<file path="src/rtl/rob_ptr_ctrl.sv">
// Reorder-buffer pointer/occupancy controller: allocates ROB slots at dispatch,
// retires them on commit and rolls the enqueue pointer back on a redirect flush.
module rob_ptr_ctrl #(
  parameter int ROB_SIZE_LOG = 6
) (
  input  logic                    clock,
  input  logic                    reset_n,
  input  logic                    enq0_valid,
  input  logic                    enq1_valid,
  input  logic                    commit0_valid,
  input  logic                    commit1_valid,
  input  logic                    flush_valid,
  input  logic                    flush_robidx_flag,
  input  logic [ROB_SIZE_LOG-1:0] flush_robidx,
  output logic                    enq_robidx_flag,
  output logic [ROB_SIZE_LOG-1:0] enq_robidx,
  output logic                    enq1_robidx_flag,
  output logic [ROB_SIZE_LOG-1:0] enq1_robidx,
  output logic                    deq_robidx_flag,
  output logic [ROB_SIZE_LOG-1:0] deq_robidx,
  output logic [ROB_SIZE_LOG:0]   counter,
  output logic                    full,
  output logic                    empty,
  output logic                    can_enq2,
  output logic                    err
);

  localparam int PW = ROB_SIZE_LOG + 1;
  localparam int CW = ROB_SIZE_LOG + 2;
  localparam logic [CW-1:0] ROB_SIZE_C = CW'(2 ** ROB_SIZE_LOG);

  logic [PW-1:0] enq_ptr_r;
  logic [PW-1:0] deq_ptr_r;
  logic [PW-1:0] counter_r;
  logic          err_r;

  logic [PW-1:0] enq_ptr_next_s;
  logic [PW-1:0] deq_ptr_next_s;
  logic [PW-1:0] counter_next_s;
  logic          err_set_s;
  logic [1:0]    n_enq_s;
  logic [1:0]    n_cmt_s;
  logic          enq_bad_s;
  logic          cmt_bad_s;
  logic          cmt_drop_s;
  logic          enq_drop_s;
  logic          flush_ok_s;
  logic [CW-1:0] cnt_after_cmt_s;
  logic [CW-1:0] enq_sum_s;
  logic [PW-1:0] flush_tgt_s;
  logic [PW-1:0] flush_dist_s;
  logic [PW-1:0] enq1_ptr_s;

  // Next-state computation: commit first, then flush or enqueue against the post-commit occupancy.
  always_comb begin
    enq_bad_s = enq1_valid & ~enq0_valid;
    cmt_bad_s = commit1_valid & ~commit0_valid;

    if (enq_bad_s) begin
      n_enq_s = 2'd0;
    end else begin
      n_enq_s = 2'(enq0_valid) + 2'(enq1_valid);
    end

    if (cmt_bad_s) begin
      n_cmt_s = 2'd0;
    end else begin
      n_cmt_s = 2'(commit0_valid) + 2'(commit1_valid);
    end

    cmt_drop_s = (CW'(counter_r) < CW'(n_cmt_s));
    if (cmt_drop_s) begin
      n_cmt_s = 2'd0;
    end else begin
      n_cmt_s = n_cmt_s;
    end

    cnt_after_cmt_s = CW'(counter_r) - CW'(n_cmt_s);
    deq_ptr_next_s  = deq_ptr_r + PW'(n_cmt_s);

    // Distance from the new head; a target is live only if it sits below the post-commit count.
    flush_tgt_s  = {flush_robidx_flag, flush_robidx};
    flush_dist_s = flush_tgt_s - deq_ptr_next_s;
    flush_ok_s   = (CW'(flush_dist_s) < cnt_after_cmt_s);

    enq_sum_s  = cnt_after_cmt_s + CW'(n_enq_s);
    enq_drop_s = (n_enq_s != 2'd0) && (enq_sum_s > ROB_SIZE_C);

    err_set_s = enq_bad_s | cmt_bad_s | cmt_drop_s;

    if (flush_valid) begin
      if (flush_ok_s) begin
        enq_ptr_next_s = flush_tgt_s + PW'(1);
        counter_next_s = flush_dist_s + PW'(1);
      end else begin
        enq_ptr_next_s = enq_ptr_r;
        counter_next_s = PW'(cnt_after_cmt_s);
        err_set_s      = 1'b1;
      end
    end else if (enq_drop_s) begin
      enq_ptr_next_s = enq_ptr_r;
      counter_next_s = PW'(cnt_after_cmt_s);
      err_set_s      = 1'b1;
    end else begin
      enq_ptr_next_s = enq_ptr_r + PW'(n_enq_s);
      counter_next_s = PW'(enq_sum_s);
    end
  end

  // Pointer, occupancy and sticky error state.
  always_ff @(posedge clock or negedge reset_n) begin
    if (!reset_n) begin
      enq_ptr_r <= {PW{1'b0}};
      deq_ptr_r <= {PW{1'b0}};
      counter_r <= {PW{1'b0}};
      err_r     <= 1'b0;
    end else begin
      enq_ptr_r <= enq_ptr_next_s;
      deq_ptr_r <= deq_ptr_next_s;
      counter_r <= counter_next_s;
      err_r     <= err_r | err_set_s;
    end
  end

  assign enq1_ptr_s = enq_ptr_r + PW'(1);

  assign enq_robidx_flag  = enq_ptr_r[PW-1];
  assign enq_robidx       = enq_ptr_r[ROB_SIZE_LOG-1:0];
  assign enq1_robidx_flag = enq1_ptr_s[PW-1];
  assign enq1_robidx      = enq1_ptr_s[ROB_SIZE_LOG-1:0];
  assign deq_robidx_flag  = deq_ptr_r[PW-1];
  assign deq_robidx       = deq_ptr_r[ROB_SIZE_LOG-1:0];
  assign counter          = counter_r;
  assign full             = (CW'(counter_r) == ROB_SIZE_C);
  assign empty            = (counter_r == {PW{1'b0}});
  assign can_enq2         = (CW'(counter_r) <= (ROB_SIZE_C - CW'(2)));
  assign err              = err_r;

endmodule
</file>
<file path="config.mk">
export PLATFORM = sky130hd
export DESIGN_NAME = rob_ptr_ctrl
export DESIGN_NICKNAME = d
export VERILOG_FILES = /design/src/rtl/rob_ptr_ctrl.sv
export SDC_FILE = /design/constraint.sdc
export NUM_CORES = 1
export LEC_CHECK = 0
export BUFFER_PORTS_ARGS = -buffer_cell sky130_fd_sc_hd__buf_2
export CORE_UTILIZATION = 55
export DETAILED_ROUTE_END_ITERATION = 6
export HOLD_SLACK_MARGIN = 0.15
export PLACE_DENSITY = 0.79
export SYNTH_ARGS = -nofsm -noshare
export SYNTH_HDL_FRONTEND = slang
export SYNTH_SLANG_ARGS = --single-unit
</file>
<file path="constraint.sdc">
create_clock -name clock -period 12.6 [get_ports clock]
set_input_delay 1.89 -clock clock [delete_from_list [all_inputs] [get_ports clock]]
set_output_delay 1.89 -clock clock [all_outputs]
set_load 0.03 [all_outputs]
</file>
* After elaboration in Yosys (flattened, before gate mapping) *
Cells that the tools add are included.

word-level totals
  bits of input ports = 14
  bits in registers = 22
  output and inout bits = 32
  logic and storage cells = 44

cells by class
  reduce and logical (&&, ||, !) cells = 4
  add/sub/neg operators = 10
  mux-type cells = 12
  equality and inequality tests = 3
  bitwise gates (word level) = 7
  $lt $le $gt $ge = 4

operators with widths
  operator                                                         count
  two-way mux 7 bit                                                6
  adder 7 x 1 -> 7 bit (second input constant)                     3
  adder 7 x 2 -> 7 bit                                             2
  adder 8 x 2 -> 8 bit                                             1
  greater-than comparator 8 x 7 -> 1 bit (second input constant)   1
  < comparator 7 x 8 -> 1 bit                                      1
  subtractor 7 x 2 -> 8 bit                                        1
  equality test 7 bit (second input constant)                      1
  less-or-equal comparator 7 x 6 -> 1 bit (second input constant)  1
  zero test 7 bit                                                  1
  < comparator 7 x 2 -> 1 bit                                      1
  subtractor 7 bit                                                 1
  two-way mux 2 bit                                                3
  adder 1 x 1 -> 2 bit                                             2
  two-way mux 1 bit                                                3
  bitwise OR 1 bit                                                 3
  AND 1 bit                                                        2
  != test 2 x 1 -> 1 bit (second input constant)                   1
  != test 2 bit (second input constant)                            1
  NOT 1 bit                                                        2
  AND reduction 2 bit                                              1
  nonzero test 2 bit                                               1
  logical AND 1 bit                                                1

* Longest topological paths before layout *
Gate-level depths: netlist of the first run.

  depth in word-level cells = 12
  depth in mapped cells = 24
  gate-level depth less buffers = 23

* Worst setup path before layout of the first run *
OpenSTA, ideal clock, no wires.

  kind = input to register
  start = in commit0_valid
  end = reg err_r (netlist: err)
  setup slack = 6466 ps
  buffers on the path = 0
  data required time = 12461 ps
  library setup time = 139 ps
  stages = 21
  arrival time = 5996 ps
  cell sequence = nand2_1 > ha_1 > o21a_1 > nor3_1 > nor2_1 > ha_1 > inv_1 > fa_1 > inv_1 > fa_1 > inv_1 > maj3_1 > a21oi_1 > xnor2_1 > ha_1 > a2111oi_0 > o21ai_0 > nand3_1 > nor2_1 > o21bai_2 > or4_1

between the ends
  elaborated cells on any way between the ends = 19
  those cells by class = add/sub (5); order compare (3); mux (5); bitwise (5); reduce/logical (1)

RTL lines
  what                           RTL line  RTL
  start: declaration             10        input logic commit0_valid,
  NOT 1 bit                      57        cmt_bad_s = commit1_valid & ~commit0_valid;
  AND 1 bit                      57
  two-way mux 2 bit *            65        if (cmt_bad_s) begin
  < comparator 7 x 2 -> 1 bit    71        cmt_drop_s = (CW'(counter_r) < CW'(n_cmt_s));
  two-way mux 2 bit *            72        if (cmt_drop_s) begin
  adder 7 x 2 -> 7 bit *         79        deq_ptr_next_s = deq_ptr_r + PW'(n_cmt_s);
  via deq_ptr_next_s[1]          38        logic [PW-1:0] deq_ptr_next_s;
  subtractor 7 bit *             83        flush_dist_s = flush_tgt_s - deq_ptr_next_s;
  < comparator 7 x 8 -> 1 bit *  84        flush_ok_s = (CW'(flush_dist_s) < cnt_after_cmt_s);
  two-way mux 1 bit *            92        if (flush_ok_s) begin
  two-way mux 1 bit *            91        if (flush_valid) begin
  bitwise OR 1 bit *             121       err_r <= err_r | err_set_s;
  end signal: assignment         121
  end: declaration               35        logic err_r;

The timed path passes the listed nets; every way through them passes the cells marked *.
A chain may end at the register's enable or synchronous reset.

* Final worst setup path of the first run *
Ends and elaborated chain as after synthesis.

==> flow_metrics.tcl, run 1 <==
set metrics [dict create \
    async_flop_share_pct 100 \
    clkTransAtPathRegs_ps 90 \
    crit_path_start "commit0_valid" \
    finalNetCount 378 \
    mostFrequentLayoutCells "45 x buf_2, 31 x inv_1, 26 x nor2_1" \
    cp_max_fo 13 \
    critical_path.cell_chain "buf_2 -> nand2_1 -> ha_1 -> o21a_1 -> nor3_1 -> nor2_1 -> ha_1 -> inv_1 -> fa_1 -> inv_1 -> fa_1 -> inv_1 -> maj3_1 -> a21oi_1 -> xnor2_1 -> ha_1 -> a2111oi_0 -> o21ai_0 -> nand3_1 -> nor2_1 -> o21bai_2 -> or4_1" \
    cts_tree "yes" \
    avgSynthCellArea_um2 8.39 \
    layout_min_cycle_time_ps 6740 \
    drt-initial-drc-count 132 \
    nFillCells 353 \
    cpPeakStageDelay_ps 490 \
    vias_per_cell 5.95 \
    synth_top_cell_area_share_pct 22.4 \
    maxUsedRoutingLayer "met4" \
    grtUsageTotal_pct 27.4 \
    place.gp.congestion 0.905 \
    synthCells 293 \
    routed_wl_mm 6.02 \
    coreArea_mm2 0.00414 \
    fmax_ghz 0.148 \
    path_class "in2reg" \
    post-cts-setup-buffer-count 0 \
    dpl.hpwl_mm 4.70 \
    num_io_pins 46 \
    initial_core_util_pct 59.3 \
    htree_levels 1 \
    cp.required_ps 12740 \
    drive_gt1_share_pct 17.9 \
    hp-class "reg2reg" \
    ctsHoldBuffers 0 \
    yosys_warnings 0 \
    skew_ps 6.94 \
    syn_area_mm2 0.00246 \
    finalSetupViolCount 0 \
    synth.net_count 335 \
    critPathSlowestCell "or4_1" \
    grt_overflow 0 \
    tightestPinTransition_ps 809 \
    yosysUniqueCellTypes 62 \
    grt_pass1_wl_mm 9.48 \
    area_delta_synth_final_pct 12.5 \
    run_status "complete, no violations" \
    ant_nets 0 \
    io_buffers 45 \
    firstDrtPassIters 4 \
    synth-main-ff-cell "dfrtp_1" \
    arrival_ps 6880 \
    regToRegSetupSlack_ps 6690 \
    cts_buffers 3 \
    die-area_mm2 0.00474 \
    clock-sinks 22 \
    clockBufferDepth 2 \
    tns_ps 0 \
    wl_met1_mm 2.73 \
    synth_top_cell_by_area "dfrtp_1" \
    grt_setup_unrepaired "no" \
    wl_met3_um 399 \
    antenna_found_initial 0 \
    mostFrequentLayoutCell "buf_2" \
    synth-seq-cells 22 \
    synth-edff-count 0 \
    wl_per_cell_um 15.6 \
    vias 2289 \
    max-cap-violations 0 \
    cts_resized 0 \
    synth_seq_area_share_pct 22.4 \
    synth_area_leaders "dfrtp_1 22%, ha_1 12%, xnor2_1 8.2%" \
    reg2reg_from "counter[3]$_DFF_PN0_" \
    grt_max_degree 24 \
    max_slew_margin_pct 45.7 \
    wl_met2_mm 2.78 \
    period_share_pct 53.5 \
    clk_latency_ps 270 \
    drv_slew 0 \
    fp-row-count 23 \
    drcViolationCount 0 \
    finalHoldViolations 0 \
    multiInputGateArea_mm2 0.00175 \
    end_kind "flop" \
    fp.dieH_um 68.9 \
    hold_path_startpoint "err$_DFF_PN0_" \
    die_w_um 68.9 \
    worstSetupStartpointType "input port" \
    diodes 0 \
    root_buffer "clkbuf_8" \
    grt_pass1_vias 2065 \
    seqCellArea_um2 551 \
]
-- synthesized netlist by cell type, types with 3 or more instances --
cell type and number:
o21ai_0 10, inv_1 31, clkbuf_1 5, nor2b_1 3, fa_1 5, o211ai_1 6
and3_1 3, xor2_1 10, a21o_1 5, nand2b_1 4, nand4_1 3, a21oi_1 12
nor2_1 26, nand3_1 12, or3_1 5, nand2_1 21, xnor2_1 23, ha_1 23
o31a_1 3, nor3_1 6, dfrtp_1 22, a31oi_1 4, o22a_1 3
-- state kept, by name, summed over array words and instances (netlist names) --
name	count
err	1
enq_ptr_r	7
deq_ptr_r	7
counter	7
-- final cells by class --
| cell class | count | share of cell area [%] |
|---|---|---|
| Tap cell | 50 | 2.26 |
| Sequential cell | 22 | 19.9 |
| Inverter | 32 | 4.34 |
| Timing Repair Buffer | 45 | 8.14 |
| Clock buffer | 4 | 1.99 |
| Multi-Input combinational cell | 232 | 63.4 |
-- critical path: cells and delay by family --
kind | cells | cell delay, ps
AO/OA/AOI/OAI | 5 | 1160
XOR/XNOR | 1 | 240
adder cells (fa/ha/maj) | 6 | 1780
AND/OR/NAND/NOR | 6 | 1450
buffers and inverters | 4 | 340
-- metal layers --
layer  vias up  global-route usage [%]
met3         9                    4.61
met5         -                       0
met2        82                    44.8
met4         0                    9.95
met1      1061                    36.2
li1       1137                       -
-- worst paths after layout --
check | endpoint | depth (start not counted)
min in group asynchronous | enq_ptr_r[3]$_DFFE_PN0P_ | 1
max in group asynchronous | counter[1]$_DFF_PN0_ | 1
worst min-delay path | err$_DFF_PN0_ | 1
worst max-delay path | err$_DFF_PN0_ | 22
worst max register to register | err$_DFF_PN0_ | 20
worst min register to register | err$_DFF_PN0_ | 1
-- per-stage QoR --
| stage | setup WS, ps | std cells | cell area [µm²] | utilization, % | hold WS [ps] |
|---|---|---|---|---|---|
| 2_1_floorplan | 6470 | 293 | 2460 | - | 676 |
| 3_3_place_gp | 5750 | 381 | 2710 | 65.4 | 469 |
| 3_5_place_dp | 5640 | 381 | 2710 | 65.4 | 464 |
| 5_1_grt | 5480 | 385 | 2770 | 66.8 | 517 |
| 6_report | 5860 | 385 | 2770 | 66.8 | 490 |
| 4_1_cts | 5890 | 385 | 2770 | 66.8 | 488 |
-- kinds of logic (layout without fill, tap and decap cells) --
family,Yosys count,count (layout),synth area share [%]
XOR/XNOR,33,33,11.8
multiplexers,4,4,1.73
AO/OA/AOI/OAI,67,67,21.1
flip-flops,22,22,22.4
buffers and inverters,39,81,6.31
adder cells (fa/ha/maj),29,29,16.2
AND/OR/NAND/NOR,99,99,20.5
Power of run 1 is not shown: default switching activity piles up to over one toggle a cycle in this logic, so the estimate is an artifact.
==> run 2, diff against run 1 <==
Settings changed: CORE_UTILIZATION 55 to 51, PLACE_DENSITY 0.79 to 0.77.
Clock period 12.6 ns to 5.42 ns, I/O delays scaled along.
==> run 2 against run 1 <==
Setup slack worse by 5600 ps. Critical path depth down 1. Register-to-register slack worse by 6400 ps. Cell count up 3.9%. Via count up 2.0%. Clock-buffer cell count down 1. Non-clock buffer count up 13. Clock skew about the same. Cell area up 4.7%. Wire length up 0.98%. Flip-flop and latch count unchanged. Critical endpoint unchanged.
==> flow_metrics.tcl, run 2 (synthesized netlist as in run 1, its figures left out) <==
set metrics [dict create \
    arrival_ps 5260 \
    io_buffers 45 \
    finalHoldViolations 0 \
    mostFrequentLayoutCells "45 x buf_2, 31 x inv_1, 26 x nor2_1" \
    mostFrequentLayoutCell "buf_2" \
    clkTransAtPathRegs_ps 90 \
    ctsHoldBuffers 0 \
    antenna_found_initial 0 \
    finalSetupViolCount 0 \
    hp-class "reg2reg" \
    firstDrtPassIters 6 \
    cts_tree "yes" \
    skew_ps 6.84 \
    clockBufferDepth 2 \
    path_buf_inv 3 \
    initial_core_util_pct 54.6 \
    die_w_um 71.4 \
    path_class "reg2reg" \
    fp.dieH_um 71.4 \
    num_io_pins 46 \
    reg2reg_from "counter[5]$_DFF_PN0_" \
    tightestPinTransition_ps 724 \
    cts_buffers 3 \
    die-area_mm2 0.00510 \
    crit_path_frequent_cell "inv_1" \
    fmax_ghz 0.196 \
    dpl.hpwl_mm 4.91 \
    drv_slew 0 \
    diodes 0 \
    tns_ps 0 \
    hold_depth 1 \
    grtUsageTotal_pct 25.4 \
    period_share_pct 94.3 \
    place.gp.congestion 0.916 \
    cp_num_cells 21 \
    grt_setup_unrepaired "no" \
    end_kind "flop" \
    layout_min_cycle_time_ps 5110 \
    routed_wl_mm 6.08 \
    wl_per_cell_um 15.2 \
    hold_path_startpoint "err$_DFF_PN0_" \
    coreArea_mm2 0.00450 \
    cp_max_fo 3 \
    grt_pass1_wl_mm 10.1 \
    clock-sinks 22 \
    grt_max_degree 24 \
    htree_levels 1 \
    ant_nets 0 \
    max-cap-violations 0 \
    drcViolationCount 0 \
    cp.required_ps 5570 \
    hold-path-endpoint "err$_DFF_PN0_" \
    critical_path.cell_chain "or4_4 -> or2_1 -> nor3_2 -> nor2_1 -> ha_1 -> inv_1 -> fa_1 -> inv_1 -> fa_1 -> inv_1 -> maj3_1 -> a21oi_2 -> o21ai_0 -> xor2_1 -> ha_1 -> a2111oi_1 -> o21ai_1 -> nand3_1 -> nor2_1 -> o21bai_2 -> or4_1" \
    vias_per_cell 5.84 \
    drive_gt1_share_pct 21.6 \
    max_slew_margin_pct 51.2 \
    worstSetupStartpointType "flop" \
    cp_top_family "simple AND/OR/NAND/NOR gates" \
    drt-initial-drc-count 158 \
    run_status "complete, no violations" \
    vias 2335 \
    finalNetCount 391 \
    cpPeakStageDelay_ps 550 \
    critPathSlowestCell "or4_4" \
    grt_overflow 0 \
    area_delta_synth_final_pct 17.8 \
    root_buffer "clkbuf_8" \
    regToRegSetupSlack_ps 310 \
    fp-row-count 24 \
    r2r-end "err$_DFF_PN0_" \
    clk_latency_ps 270 \
    r2r_cells 21 \
    grt_pass1_vias 2193 \
]
[run 2: final cells by class]
type / instances / area [µm²]
multi-input cells: 232 / 1770
fillers: 413 / 1610
flip-flops and latches: 22 / 551
repair buffers: 58 / 323
inverters: 32 / 120
well taps: 52 / 65.1
clock buffers: 3 / 41.3
clock inverters: 1 / 30.0
[run 2: worst max path at each step]
stage                         end                 start  slack (ps)
floorplan           err$_DFF_PN0_  counter[3]$_DFF_PN0_         210
global placement    err$_DFF_PN0_         commit0_valid          70
detailed placement  err$_DFF_PN0_         commit1_valid         -80
CTS                 err$_DFF_PN0_  counter[5]$_DFF_PN0_          30
global route        err$_DFF_PN0_         commit0_valid           4
finish              err$_DFF_PN0_  counter[5]$_DFF_PN0_         310
[run 2: what timing repair did]
item	in CTS	in global routing
endpoints found under the setup margin	0	13
setup buffers	0	0
resized for setup	0	5
[run 2: through the flow]
stage                     util (%)  setup WS (ps)  instances  cell area [µm²]  hold slack (ps)
final                         64.3            311        400             2900              473
after detailed placement      62.4          -76.2        396             2810              454
after CTS                     64.0           32.7        400             2880              477
after global placement        62.4           70.9        396             2810              453
after floorplan                  -            214        293             2460              517
after global routing          64.3           4.22        400             2900              511
[run 2: metal layers]
metal  part of all wire (%)  GRT usage [%]
met5                      0              0
met4                    1.2           7.56
met3                    4.4           2.11
met2                     48           43.8
met1                     46           34.0
Power of run 2 is left out for the same reason.
==> run 3, diff against run 2 <==
Settings changed: CAP_MARGIN set to 25, CORE_MARGIN set to 5.
==> run 3 against run 2 <==
Critical path depth is 1 lower. Flip-flop and latch count stayed put. Clock-buffer cell count is 1 higher. Largest cell class unchanged. Critical path type unchanged. Highest routed layer unchanged.
==> flow_metrics.tcl, run 3 (synthesized netlist as in run 1, its figures left out) <==
set metrics [dict create \
    run_status "complete, no violations" \
    mostFrequentLayoutCell "buf_2" \
    crit_end "err$_DFF_PN0_" \
    grtUsageTotal_pct 20.8 \
    cp_top_family "simple AND/OR/NAND/NOR gates" \
    die-area_mm2 0.00631 \
    worstSetupStartpointType "flop" \
    die_w_um 79.4 \
    mostFrequentLayoutCells "45 x buf_2, 31 x inv_1, 26 x nor2_1" \
    cpPeakStageDelay_ps 550 \
    diodes 0 \
    grt_pass1_vias 2275 \
    finalHoldViolations 0 \
    wl_per_cell_um 15.8 \
    drcViolationCount 0 \
    antenna_found_initial 0 \
    seqCellArea_um2 551 \
    dpl.hpwl_mm 5.00 \
    cts_buffers 3 \
    grt_pass1_wl_mm 10.5 \
    clockBufferDepth 2 \
    crit_path_frequent_cell "inv_1" \
    max_slew_margin_pct 50.7 \
    hp-class "in2async" \
    layout_min_cycle_time_ps 5100 \
    critical_path.cell_chain "or4_4 -> or2_1 -> nor3_4 -> nor2_1 -> ha_1 -> inv_1 -> fa_1 -> inv_1 -> fa_1 -> inv_1 -> maj3_1 -> a21oi_2 -> xnor2_1 -> ha_1 -> a2111oi_2 -> o21ai_1 -> nand3_1 -> nor2_1 -> o21bai_2 -> or4_1" \
    tightestPinTransition_ps 731 \
    r2r-end "err$_DFF_PN0_" \
    regToRegSetupSlack_ps 320 \
    drive_gt1_share_pct 21.4 \
    vias 2340 \
    place_inst 396 \
    cp_num_cells 20 \
    instances_no_fill 400 \
    grt_overflow 0 \
    io_buffers 45 \
    max-cap-violations 0 \
    vias_per_cell 5.85 \
    finalNetCount 389 \
    clk_latency_ps 270 \
    critPathSlowestCell "or4_4" \
    reg2reg_from "counter[5]$_DFF_PN0_" \
    path_class "reg2reg" \
    crit_path_start "counter[5]$_DFF_PN0_" \
    coreArea_mm2 0.00469 \
    end_kind "flop" \
    htree_levels 1 \
    grt_max_degree 24 \
    ant_nets 0 \
    clock-sinks 22 \
    clkTransAtPathRegs_ps 80 \
    fmax_ghz 0.196 \
    cts_tree "yes" \
    routed_wl_mm 6.30 \
    area_delta_synth_final_pct 16.9 \
    fp.dieH_um 79.4 \
    drt-initial-drc-count 208 \
    drv_slew 0 \
    fp-row-count 25 \
    cp.required_ps 5560 \
    nFillCells 429 \
    tns_ps 0 \
    place.gp.congestion 0.876 \
    cp_max_fo 3 \
    initial_core_util_pct 52.4 \
    path_buf_inv 3 \
    hold_slack_ps 500 \
    num_io_pins 46 \
    r2r_cells 20 \
    finalSetupViolCount 0 \
    skew_ps 4.86 \
    firstDrtPassIters 4 \
    period_share_pct 94.1 \
    root_buffer "clkbuf_8" \
    multiInputGateArea_mm2 0.00177 \
    arrival_ps 5240 \
]
==> run 3: cell types whose count changed in the layout (fill, tap and decap cells not counted) <==
cell       before  now
a2111oi_1       1    0
a2111oi_2       0    1
buf_4          13   11
bufinv_16       1    0
clkbuf_8        3    4
nor3_2          1    0
nor3_4          0    1
or2_2           0    1
or2_4           1    0
==> run 3: routing by layer <==
metal	share of wire [%]	GRT usage, %	routed length, µm	up-vias
met1	45	28.2	2850	1092
met4	2.6	7.73	162	0
li1	-	-	-	1157
met2	47	34.1	2940	74
met3	5.6	2.26	352	17
met5	0	0	0	-
==> run 3: timing repair <==
item                       CTS  global route
buffers inserted             0             0
gates resized for setup      0             6
setup endpoints to repair    0            15
hold buffers                 0             0
==> run 3: worst min-delay path by stage <==
stage                             start                  endpoint  slack (ps)  depth (start not counted)
after floorplan                 reset_n      counter[0]$_DFF_PN0_         520                          0
after global placement    err$_DFF_PN0_             err$_DFF_PN0_         470                          1
after detailed placement  err$_DFF_PN0_             err$_DFF_PN0_         480                          1
after CTS                 err$_DFF_PN0_             err$_DFF_PN0_         500                          1
after global routing      err$_DFF_PN0_             err$_DFF_PN0_         530                          1
final                           reset_n  enq_ptr_r[4]$_DFFE_PN0P_         500                          1
==> run 3: area by class of cell <==
cell class / instances / share of cell area, %
Tap cell: 54 / 2.35
Inverter: 32 / 4.18
Timing Repair Buffer: 56 / 10.7
Clock buffer: 4 / 1.91
Multi-Input combinational cell: 232 / 61.7
Sequential cell: 22 / 19.1
==> run 3: through the flow <==
| step | setup WS, ps | instance area [µm²] | utilization, % |
|---|---|---|---|
| floorplan | 214 | 2460 | - |
| global placement | 108 | 2800 | 59.7 |
| detailed placement | 6.90 | 2800 | 59.7 |
| CTS | 58.0 | 2850 | 60.8 |
| global route | -8.77 | 2880 | 61.3 |
| finish | 321 | 2880 | 61.3 |
Power of run 3 is left out for the same reason.
